**config.mk**
```make
export PLATFORM = sky130hd
export DESIGN_NAME = mem_port_arbiter
export DESIGN_NICKNAME = d
export VERILOG_FILES = /design/src/rtl/cpu_mem_pkg.sv /design/src/rtl/mem_arb_fair_cnt.sv /design/src/rtl/mem_port_arbiter.sv
export SDC_FILE = /design/constraint.sdc
export NUM_CORES = 1
export LEC_CHECK = 0
export ABC_AREA = 1
export CORE_ASPECT_RATIO = 1.75
export CORE_UTILIZATION = 30
export DETAILED_ROUTE_END_ITERATION = 12
export HOLD_SLACK_MARGIN = 0.03
export PLACE_DENSITY_LB_ADDON = 0.25
export SYNTH_ARGS = -nofsm -noshare
export SYNTH_HDL_FRONTEND = slang
export SYNTH_HIERARCHICAL = 1
export SYNTH_SLANG_ARGS = --single-unit
```
**constraint.sdc**
```tcl
create_clock -name clk_i -period 6.3 [get_ports clk_i]
set_input_delay 1.26 -clock clk_i [delete_from_list [all_inputs] [get_ports clk_i]]
set_output_delay 1.26 -clock clk_i [all_outputs]
set_load 0.02 [all_outputs]
```
**src/rtl/cpu_mem_pkg.sv**
```systemverilog
// Shared types for the instruction/data memory port arbiter.
// Holds the FSM state encoding, the owner tag and the timeout fill pattern.
package cpu_mem_pkg;

  typedef enum logic [1:0] {
    IDLE  = 2'd0,
    ISSUE = 2'd1,
    RESP  = 2'd2
  } state_e;

  typedef enum logic {
    OWN_IF = 1'b0,
    OWN_DM = 1'b1
  } owner_e;

  localparam logic [31:0] TIMEOUT_DATA = 32'hDEADBEEF;

  // Width of the fairness counter; FAIR_LIMIT is bounded to 1..15.
  localparam int FAIR_CW = 4;

endpackage

```
**src/rtl/mem_arb_fair_cnt.sv**
```systemverilog
// Winner select for the IF/DM arbiter with a saturating counter of IF losses.
// DM normally wins a tie; after FAIR_LIMIT straight losses IF is forced through.
module mem_arb_fair_cnt
  import cpu_mem_pkg::*;
#(
  parameter int FAIR_LIMIT = 4
) (
  input  logic clk_i,
  input  logic rst_i,
  input  logic arb_i,
  input  logic if_req_i,
  input  logic dm_req_i,
  output logic if_wins_o
);

  localparam logic [FAIR_CW-1:0] LIMIT   = FAIR_CW'(FAIR_LIMIT);
  localparam logic [FAIR_CW-1:0] CNT_MAX = '1;

  logic [FAIR_CW-1:0] fair_cnt;

  assign if_wins_o = if_req_i & (~dm_req_i | (fair_cnt == LIMIT));

  // A dropped IF request forgets its history, so stale losses never carry over.
  always_ff @(posedge clk_i or posedge rst_i) begin
    if (rst_i) begin
      fair_cnt <= '0;
    end else if (!if_req_i) begin
      fair_cnt <= '0;
    end else if (arb_i) begin
      if (if_wins_o) begin
        fair_cnt <= '0;
      end else if (fair_cnt != CNT_MAX) begin
        fair_cnt <= fair_cnt + 1'b1;
      end
    end
  end

endmodule

```
**src/rtl/mem_port_arbiter.sv**
```systemverilog
// Shares one single-ported memory between the IF and DM pipeline stages.
// One transaction at a time over a req/ack handshake, with per-port ready pulses.
//
// state | meaning
// IDLE  | no transaction; arbitrate and latch the winner's request
// ISSUE | mem_req_o high, waiting for mem_ack_i or the wait timer to expire
// RESP  | owner's ready pulse is high; requests are not sampled
module mem_port_arbiter
  import cpu_mem_pkg::*;
#(
  parameter int AW         = 32,
  parameter int DW         = 32,
  parameter int FAIR_LIMIT = 4,
  parameter int TIMEOUT    = 64
) (
  input  logic          clk_i,
  input  logic          rst_i,
  input  logic          if_req_i,
  input  logic [AW-1:0] if_addr_i,
  output logic [DW-1:0] if_rdata_o,
  output logic          if_ready_o,
  input  logic          dm_req_i,
  input  logic          dm_we_i,
  input  logic [AW-1:0] dm_addr_i,
  input  logic [DW-1:0] dm_wdata_i,
  output logic [DW-1:0] dm_rdata_o,
  output logic          dm_ready_o,
  output logic          mem_req_o,
  output logic          mem_we_o,
  output logic [AW-1:0] mem_addr_o,
  output logic [DW-1:0] mem_wdata_o,
  input  logic [DW-1:0] mem_rdata_i,
  input  logic          mem_ack_i,
  output logic          stall_o,
  output logic          err_o
);

  localparam int TW = (TIMEOUT > 1) ? $clog2(TIMEOUT) : 1;
  localparam logic [TW-1:0] WAIT_LOAD = (TIMEOUT > 0) ? TW'(TIMEOUT - 1) : '0;
  localparam logic [DW-1:0] TO_DATA   = DW'(TIMEOUT_DATA);

  state_e        state;
  owner_e        owner;
  logic [TW-1:0] wait_cnt;
  logic          arb_go;
  logic          if_wins;
  logic          timeout_hit;

  assign arb_go      = (state == IDLE) & (if_req_i | dm_req_i);
  // Down-counter reaching zero means this is the TIMEOUT-th ISSUE cycle without ack.
  assign timeout_hit = (TIMEOUT != 0) && (wait_cnt == '0);

  assign stall_o = (if_req_i & ~if_ready_o) | (dm_req_i & ~dm_ready_o);

  mem_arb_fair_cnt #(
    .FAIR_LIMIT (FAIR_LIMIT)
  ) u_fair_cnt (
    .clk_i     (clk_i),
    .rst_i     (rst_i),
    .arb_i     (arb_go),
    .if_req_i  (if_req_i),
    .dm_req_i  (dm_req_i),
    .if_wins_o (if_wins)
  );

  always_ff @(posedge clk_i or posedge rst_i) begin
    if (rst_i) begin
      state       <= IDLE;
      owner       <= OWN_IF;
      wait_cnt    <= '0;
      if_rdata_o  <= '0;
      if_ready_o  <= 1'b0;
      dm_rdata_o  <= '0;
      dm_ready_o  <= 1'b0;
      mem_req_o   <= 1'b0;
      mem_we_o    <= 1'b0;
      mem_addr_o  <= '0;
      mem_wdata_o <= '0;
      err_o       <= 1'b0;
    end else begin
      if_ready_o <= 1'b0;
      dm_ready_o <= 1'b0;
      case (state)
        IDLE: begin
          if (arb_go) begin
            owner       <= if_wins ? OWN_IF : OWN_DM;
            mem_req_o   <= 1'b1;
            mem_we_o    <= if_wins ? 1'b0 : dm_we_i;
            mem_addr_o  <= if_wins ? if_addr_i : dm_addr_i;
            mem_wdata_o <= if_wins ? '0 : dm_wdata_i;
            wait_cnt    <= WAIT_LOAD;
            state       <= ISSUE;
          end
        end
        ISSUE: begin
          // Ack takes priority over an expiring timer in the same cycle.
          if (mem_ack_i) begin
            mem_req_o <= 1'b0;
            state     <= RESP;
            if (owner == OWN_IF) begin
              if_rdata_o <= mem_rdata_i;
              if_ready_o <= 1'b1;
            end else begin
              dm_rdata_o <= mem_we_o ? '0 : mem_rdata_i;
              dm_ready_o <= 1'b1;
            end
          end else if (timeout_hit) begin
            err_o     <= 1'b1;
            mem_req_o <= 1'b0;
            state     <= RESP;
            if (owner == OWN_IF) begin
              if_rdata_o <= TO_DATA;
              if_ready_o <= 1'b1;
            end else begin
              dm_rdata_o <= TO_DATA;
              dm_ready_o <= 1'b1;
            end
          end else if (wait_cnt != '0) begin
            wait_cnt <= wait_cnt - 1'b1;
          end
        end
        RESP: begin
          state <= IDLE;
        end
        default: begin
          state <= IDLE;
        end
      endcase
    end
  end

endmodule

```
==> qor.yml, run 1 <==
logic_synthesis:
  synth.most_common_cell: "nand2_1"
  syn-instance-count: 827
  synth.top_cell.area_share_pct: 53.5
  synthTopCellsByArea: "dfrtp_1 54%, nand2_1 18%, nand4_1 6.4%"
  async_flop_share_pct: 100
  syn_area_sq_um: 6820
  ys_ff_latch: 146
  ys.flop_type: "dfrtp_1"
  synth.avg_cell_area_sq_um: 8.25
  synthDistinctLibCells: 28
  yosysSeqAreaShare_pct: 53.5
  synth-edff-count: 0
  ys_top_cells_by_count: "322 x nand2_1, 146 x dfrtp_1, 70 x nand4_1"
  yosysTopAreaCell: "dfrtp_1"
  synth_warnings: 6
  syn-num-nets: 965
drt:
  via_count: 6435
  routed_via_density: 4.71
  drtAntennaViolNets: 0
  finalWirelength_microns: 20700
  wire_per_inst_microns: 15.1
  dr.pass1.iters: 4
  drc_errors: 0
  drt_iter0_markers: 276
placement:
  dp_hpwl_microns: 14000
  place_ws_ps: 2250
  io_buffers: 267
  gp_congestion: 0.811
final_layout:
  antenna_cells: 0
  drive_gt1_share_pct: 5.89
  nNetsFinal: 1195
  syn_to_final_growth_pct: 49.2
global_route:
  antenna_found_initial: 0
  grt_first_pass_wirelength_microns: 33100
  grt.total_usage_pct: 18.5
  grt_pass1_vias: 6433
  overflow: 0
  grt_max_degree: 103
pwr:
  p_leak_nw: 4.79
  power_density_nw_per_um2: 504
  finalPower_mw: 5.13
  irDropWorstVdd_mv: 0.250
clock_tree:
  cts_sinks: 146
  clk_latency_ps: 430
  cts_hold_buf: 0
  cts_buffers: 17
  cts_max_path_buffers: 2
  cts_setup_buffers: 0
  tritoncts: "yes"
  root_buffer: "clkbuf_16"
  htree_levels: 4
  clkSlewWorstSetupHoldPaths_ps: 60
  post_cts_resize_count: 0
timing:
  fin_crit_sh_pct: 64.2
  grt_setup_unrepaired: "no"
  drv_slew: 0
  fin_skew_ps: 4.67
  fmax_ghz: 0.247
  period_minus_slack_ps: 4040
  hold_viol: 0
  timing.final.ws_setup_ps: 2260
  worst_pin_slew_ps: 1180
  report.final.setup_viol: 0
  timing.slew.headroom_pct: 21.7
  fin_tns_setup_ps: 0
die:
  die_area_sq_um: 23400
  die_w_microns: 116
  initial_core_util_pct: 30.7
  ioPinCount: 268
  dieHeight_microns: 202
  row_count: 72
  core_sq_um: 22300
hold_path:
  hp-class: "register to register"
run:
  cap_violations: 0
setup_path:
  cp_max_fo: 10
  crit_type: "input pin to output pin"
  cp_data_required_time_ps: 5040
  worstPathArrival_ps: 2780
  endpoint_kind: "output pin"
  cp-start-kind: "input pin"
status:
  status: "finished, final reports clean"
[power breakdown]
part	leakage, nW	internal (mW)	switching, mW	total (mW)
combinational	2.73	1.05	1.42	2.47
sequential	1.77	1.37	0.258	1.63
clock	0.282	0.620	0.411	1.03
[worst paths after layout]
check,from,endpoint,slack (ps),cells after the start
worst max register to register,owner$_DFFE_PP0P_,if_rdata_o[7]$_DFFE_PP0P_,3360,5
min in group asynchronous,rst_i,u_fair_cnt/fair_cnt[0]$_DFFE_PP0P_,1160,2
max in group asynchronous,rst_i,mem_addr_o[9]$_DFFE_PP0P_,3650,3
worst min register to register,dm_rdata_o[31]$_DFFE_PP0P_,dm_rdata_o[31]$_DFFE_PP0P_,470,2
worst max-delay path,if_req_i,stall_o,2260,4
worst min-delay path,dm_rdata_o[31]$_DFFE_PP0P_,dm_rdata_o[31]$_DFFE_PP0P_,470,2
[critical path, cell delays in order]
cell and delay [ps]:
clkdlybuf4s50_1 680, inv_1 70, o22ai_1 150, clkdlybuf4s50_1 620
[logic make-up after synthesis]
kind of cell	Yosys count	share of synthesized area, %
AO/OA/AOI/OAI	61	5.13
XOR/XNOR	1	0.128
adder cells (fa/ha/maj)	4	0.734
buffers and inverters	111	8.16
flip-flops	146	53.5
AND/OR/NAND/NOR	504	32.3
[metal layers]
layer,share of wire (%),up-vias,global-route usage (%),wire length (microns)
li1,-,3151,-,-
met1,37,3024,19.2,7620
met2,53,217,32.7,11000
met3,5.9,43,5.39,1230
met4,3.9,0,10.1,812
met5,0,-,0,0
[stage by stage]
step                hold slack [ps]  util (%)  cells  instance area, sq um
floorplan                       497         -    827                  6820
detailed placement              458      43.1   1334                  9590
global route                    480      45.7   1366                 10200
finish                          470      45.7   1366                 10200
CTS                             474      45.7   1366                 10200
global placement                453      43.1   1334                  9590
[registers in the layout, indices dropped and copies added (netlist names)]
signal and count:
err_o 1, dm_rdata_o 32, mem_we_o 1, mem_addr_o 32
u_fair_cnt/fair_cnt 4, if_ready_o 1, owner 1, mem_wdata_o 32
dm_ready_o 1, if_rdata_o 32, mem_req_o 1, state 2
wait_cnt 6
[layout by cell type, fill, tap and decap left out, drive strengths merged]
| cell | count |
|---|---|
| a21oi | 1 |
| a31o | 1 |
| a31oi | 32 |
| buf | 9 |
| bufinv | 5 |
| clkbuf | 18 |
| clkdlybuf4s50 | 266 |
| clkinv | 7 |
| clkinvlp | 4 |
| dfrtp | 146 |
| ha | 4 |
| inv | 45 |
| nand2 | 326 |
| nand3 | 56 |
| nand3b | 1 |
| nand4 | 70 |
| nor2 | 49 |
| o21ai | 26 |
| o22ai | 1 |
| or2 | 2 |
| xor2 | 1 |
[final cells by class]
class                   instances  area (sq um)
fillers                      2238         12100
flip-flops and latches        146          3650
repair buffers                275          2730
multi-input cells             570          2630
clock buffers                  18           429
well taps                     296           370
inverters                      47           209
clock inverters                14           163
No activity file was read; power rests on OpenSTA's default activity.
==> run 2: changes to the inputs <==
- clock period: 6.3 -> 3.32 ns (I/O delays scaled with it)
==> run 2 against run 1 <==
Hold slack hardly changed. Worst setup slack worse by 1700 ps. Register-to-register slack worse by 2300 ps. Critical endpoint unchanged. Largest cell class unchanged. Highest routed layer is now met5.
==> qor.yml, run 2 (synthesis results as in run 1) <==
global_route:
  grt.total_usage_pct: 18.5
  grt_max_degree: 83
  antenna_found_initial: 1
  overflow: 0
  grt_pass1_vias: 6484
  grt_first_pass_wirelength_microns: 33400
die:
  die_area_sq_um: 23400
  row_count: 72
  dieHeight_microns: 202
  die_w_microns: 116
  initial_core_util_pct: 30.7
  core_sq_um: 22300
  ioPinCount: 268
setup_path:
  worstPathArrival_ps: 2110
  cp-start-kind: "input pin"
  crit_family: "buffers and inverters"
  path_cells: "clkdlybuf4s50_1 -> inv_1 -> o22ai_1 -> clkdlybuf4s50_1"
  cp_max_fo: 7
  endpoint_kind: "output pin"
  critPathMaxStageDelay_ps: 630
  crit_type: "input pin to output pin"
  timing.critical_path.buf_inv: 3
  cp_data_required_time_ps: 2660
  crit_slowest_cell: "clkdlybuf4s50_1"
  crit_path_frequent_cell: "clkdlybuf4s50_1"
drt:
  drt_iter0_markers: 381
  via_count: 6407
  dr.pass1.iters: 4
  wire_per_inst_microns: 15.0
  drc_errors: 0
  finalWirelength_microns: 20600
  drtAntennaViolNets: 0
  routed_via_density: 4.67
clock_tree:
  cts_setup_buffers: 0
  cts_sinks: 146
  htree_levels: 4
  clk_latency_ps: 420
  cts_buffers: 17
  cts_max_path_buffers: 2
  root_buffer: "clkbuf_16"
  post_cts_resize_count: 0
  cts_hold_buf: 0
  clkSlewWorstSetupHoldPaths_ps: 60
  tritoncts: "yes"
timing:
  timing.slew.headroom_pct: 48.2
  drv_slew: 0
  fin_tns_setup_ps: 0
  hold_viol: 0
  fmax_ghz: 0.360
  worst_pin_slew_ps: 777
  fin_skew_ps: 3.51
  timing.final.ws_setup_ps: 544
  fin_crit_sh_pct: 83.6
  grt_setup_unrepaired: "no"
  period_minus_slack_ps: 2780
  report.final.setup_viol: 0
final_layout:
  final_common_cell: "nand2_1"
  drive_gt1_share_pct: 6.41
  fin_util_pct: 46.5
  syn_to_final_growth_pct: 51.5
  nNetsFinal: 1202
  fin_cells: 1373
  final_cell_mix: "322 x nand2_1, 266 x clkdlybuf4s50_1, 146 x dfrtp_1"
  antenna_cells: 0
pwr:
  irDropWorstVdd_mv: 0.433
  finalPower_mw: 9.99
  power_density_nw_per_um2: 967
  p_leak_nw: 4.87
placement:
  io_buffers: 267
  place_ws_ps: 525
  dp_cells: 1341
  gp_congestion: 0.802
  dp_hpwl_microns: 14300
status:
  status: "finished, final reports clean"
run:
  cap_violations: 0
hold_path:
  hp-class: "register to register"
[run 2: changes by cell type in the layout (fill, tap and decap cells not counted)]
cell        previous run  this run
buf_4                  8        12
buf_12                 0         3
clkinv_4               1         0
clkbuf_8               0         4
clkinvlp_4             4         3
bufinv_16              3         5
clkinv_2               5         2
clkbuf_1               1         2
inv_6                  2         0
[run 2: tightest hold or removal path, stage by stage, from the launching register on]
cell and delay (ps):
dfrtp_1 340, nand2_1 50, nand2_1 40
[run 2: final timing paths]
kind | end | slack [ps] | start | depth (start not counted)
hold / removal | if_rdata_o[14]$_DFFE_PP0P_ | 470 | if_rdata_o[14]$_DFFE_PP0P_ | 2
hold reg to reg | if_rdata_o[14]$_DFFE_PP0P_ | 470 | if_rdata_o[14]$_DFFE_PP0P_ | 2
setup / recovery | stall_o | 540 | dm_req_i | 4
max in group asynchronous | mem_wdata_o[19]$_DFFE_PP0P_ | 1830 | rst_i | 3
min in group asynchronous | u_fair_cnt/fair_cnt[2]$_DFFE_PP0P_ | 570 | rst_i | 2
setup reg to reg | if_rdata_o[28]$_DFFE_PP0P_ | 1030 | wait_cnt[0]$_DFFE_PP0P_ | 7
[run 2: where the power goes]
part	switching (mW)	total [mW]	internal (mW)
logic	2.71	4.74	2.03
clock network	0.752	2.16	1.41
registers	0.486	3.09	2.60
total	3.95	9.99	6.04
[run 2: routing by layer]
layer | up-vias | routed length, microns | part of all wire, % | global-route usage [%]
met4 | 2 | 735 | 3.6 | 9.48
met2 | 210 | 10900 | 53 | 32.4
met3 | 45 | 1220 | 5.9 | 5.48
li1 | 3161 | - | - | -
met1 | 2989 | 7730 | 38 | 19.8
met5 | - | 12 | 0.058 | 0
[run 2: layout make-up]
cell class	count	area, sq um
Fill cell	2238	11900
Sequential cell	146	3650
Timing Repair Buffer	282	2820
Multi-Input combinational cell	570	2630
Clock buffer	23	488
Tap cell	296	370
Inverter	47	208
Clock inverter	9	175
[run 2: through the flow]
step                instance area [sq um]  hold WS [ps]
floorplan                            6830           430
global placement                     9680           451
detailed placement                   9680           458
CTS                                 10300           474
global route                        10300           496
finish                              10300           470
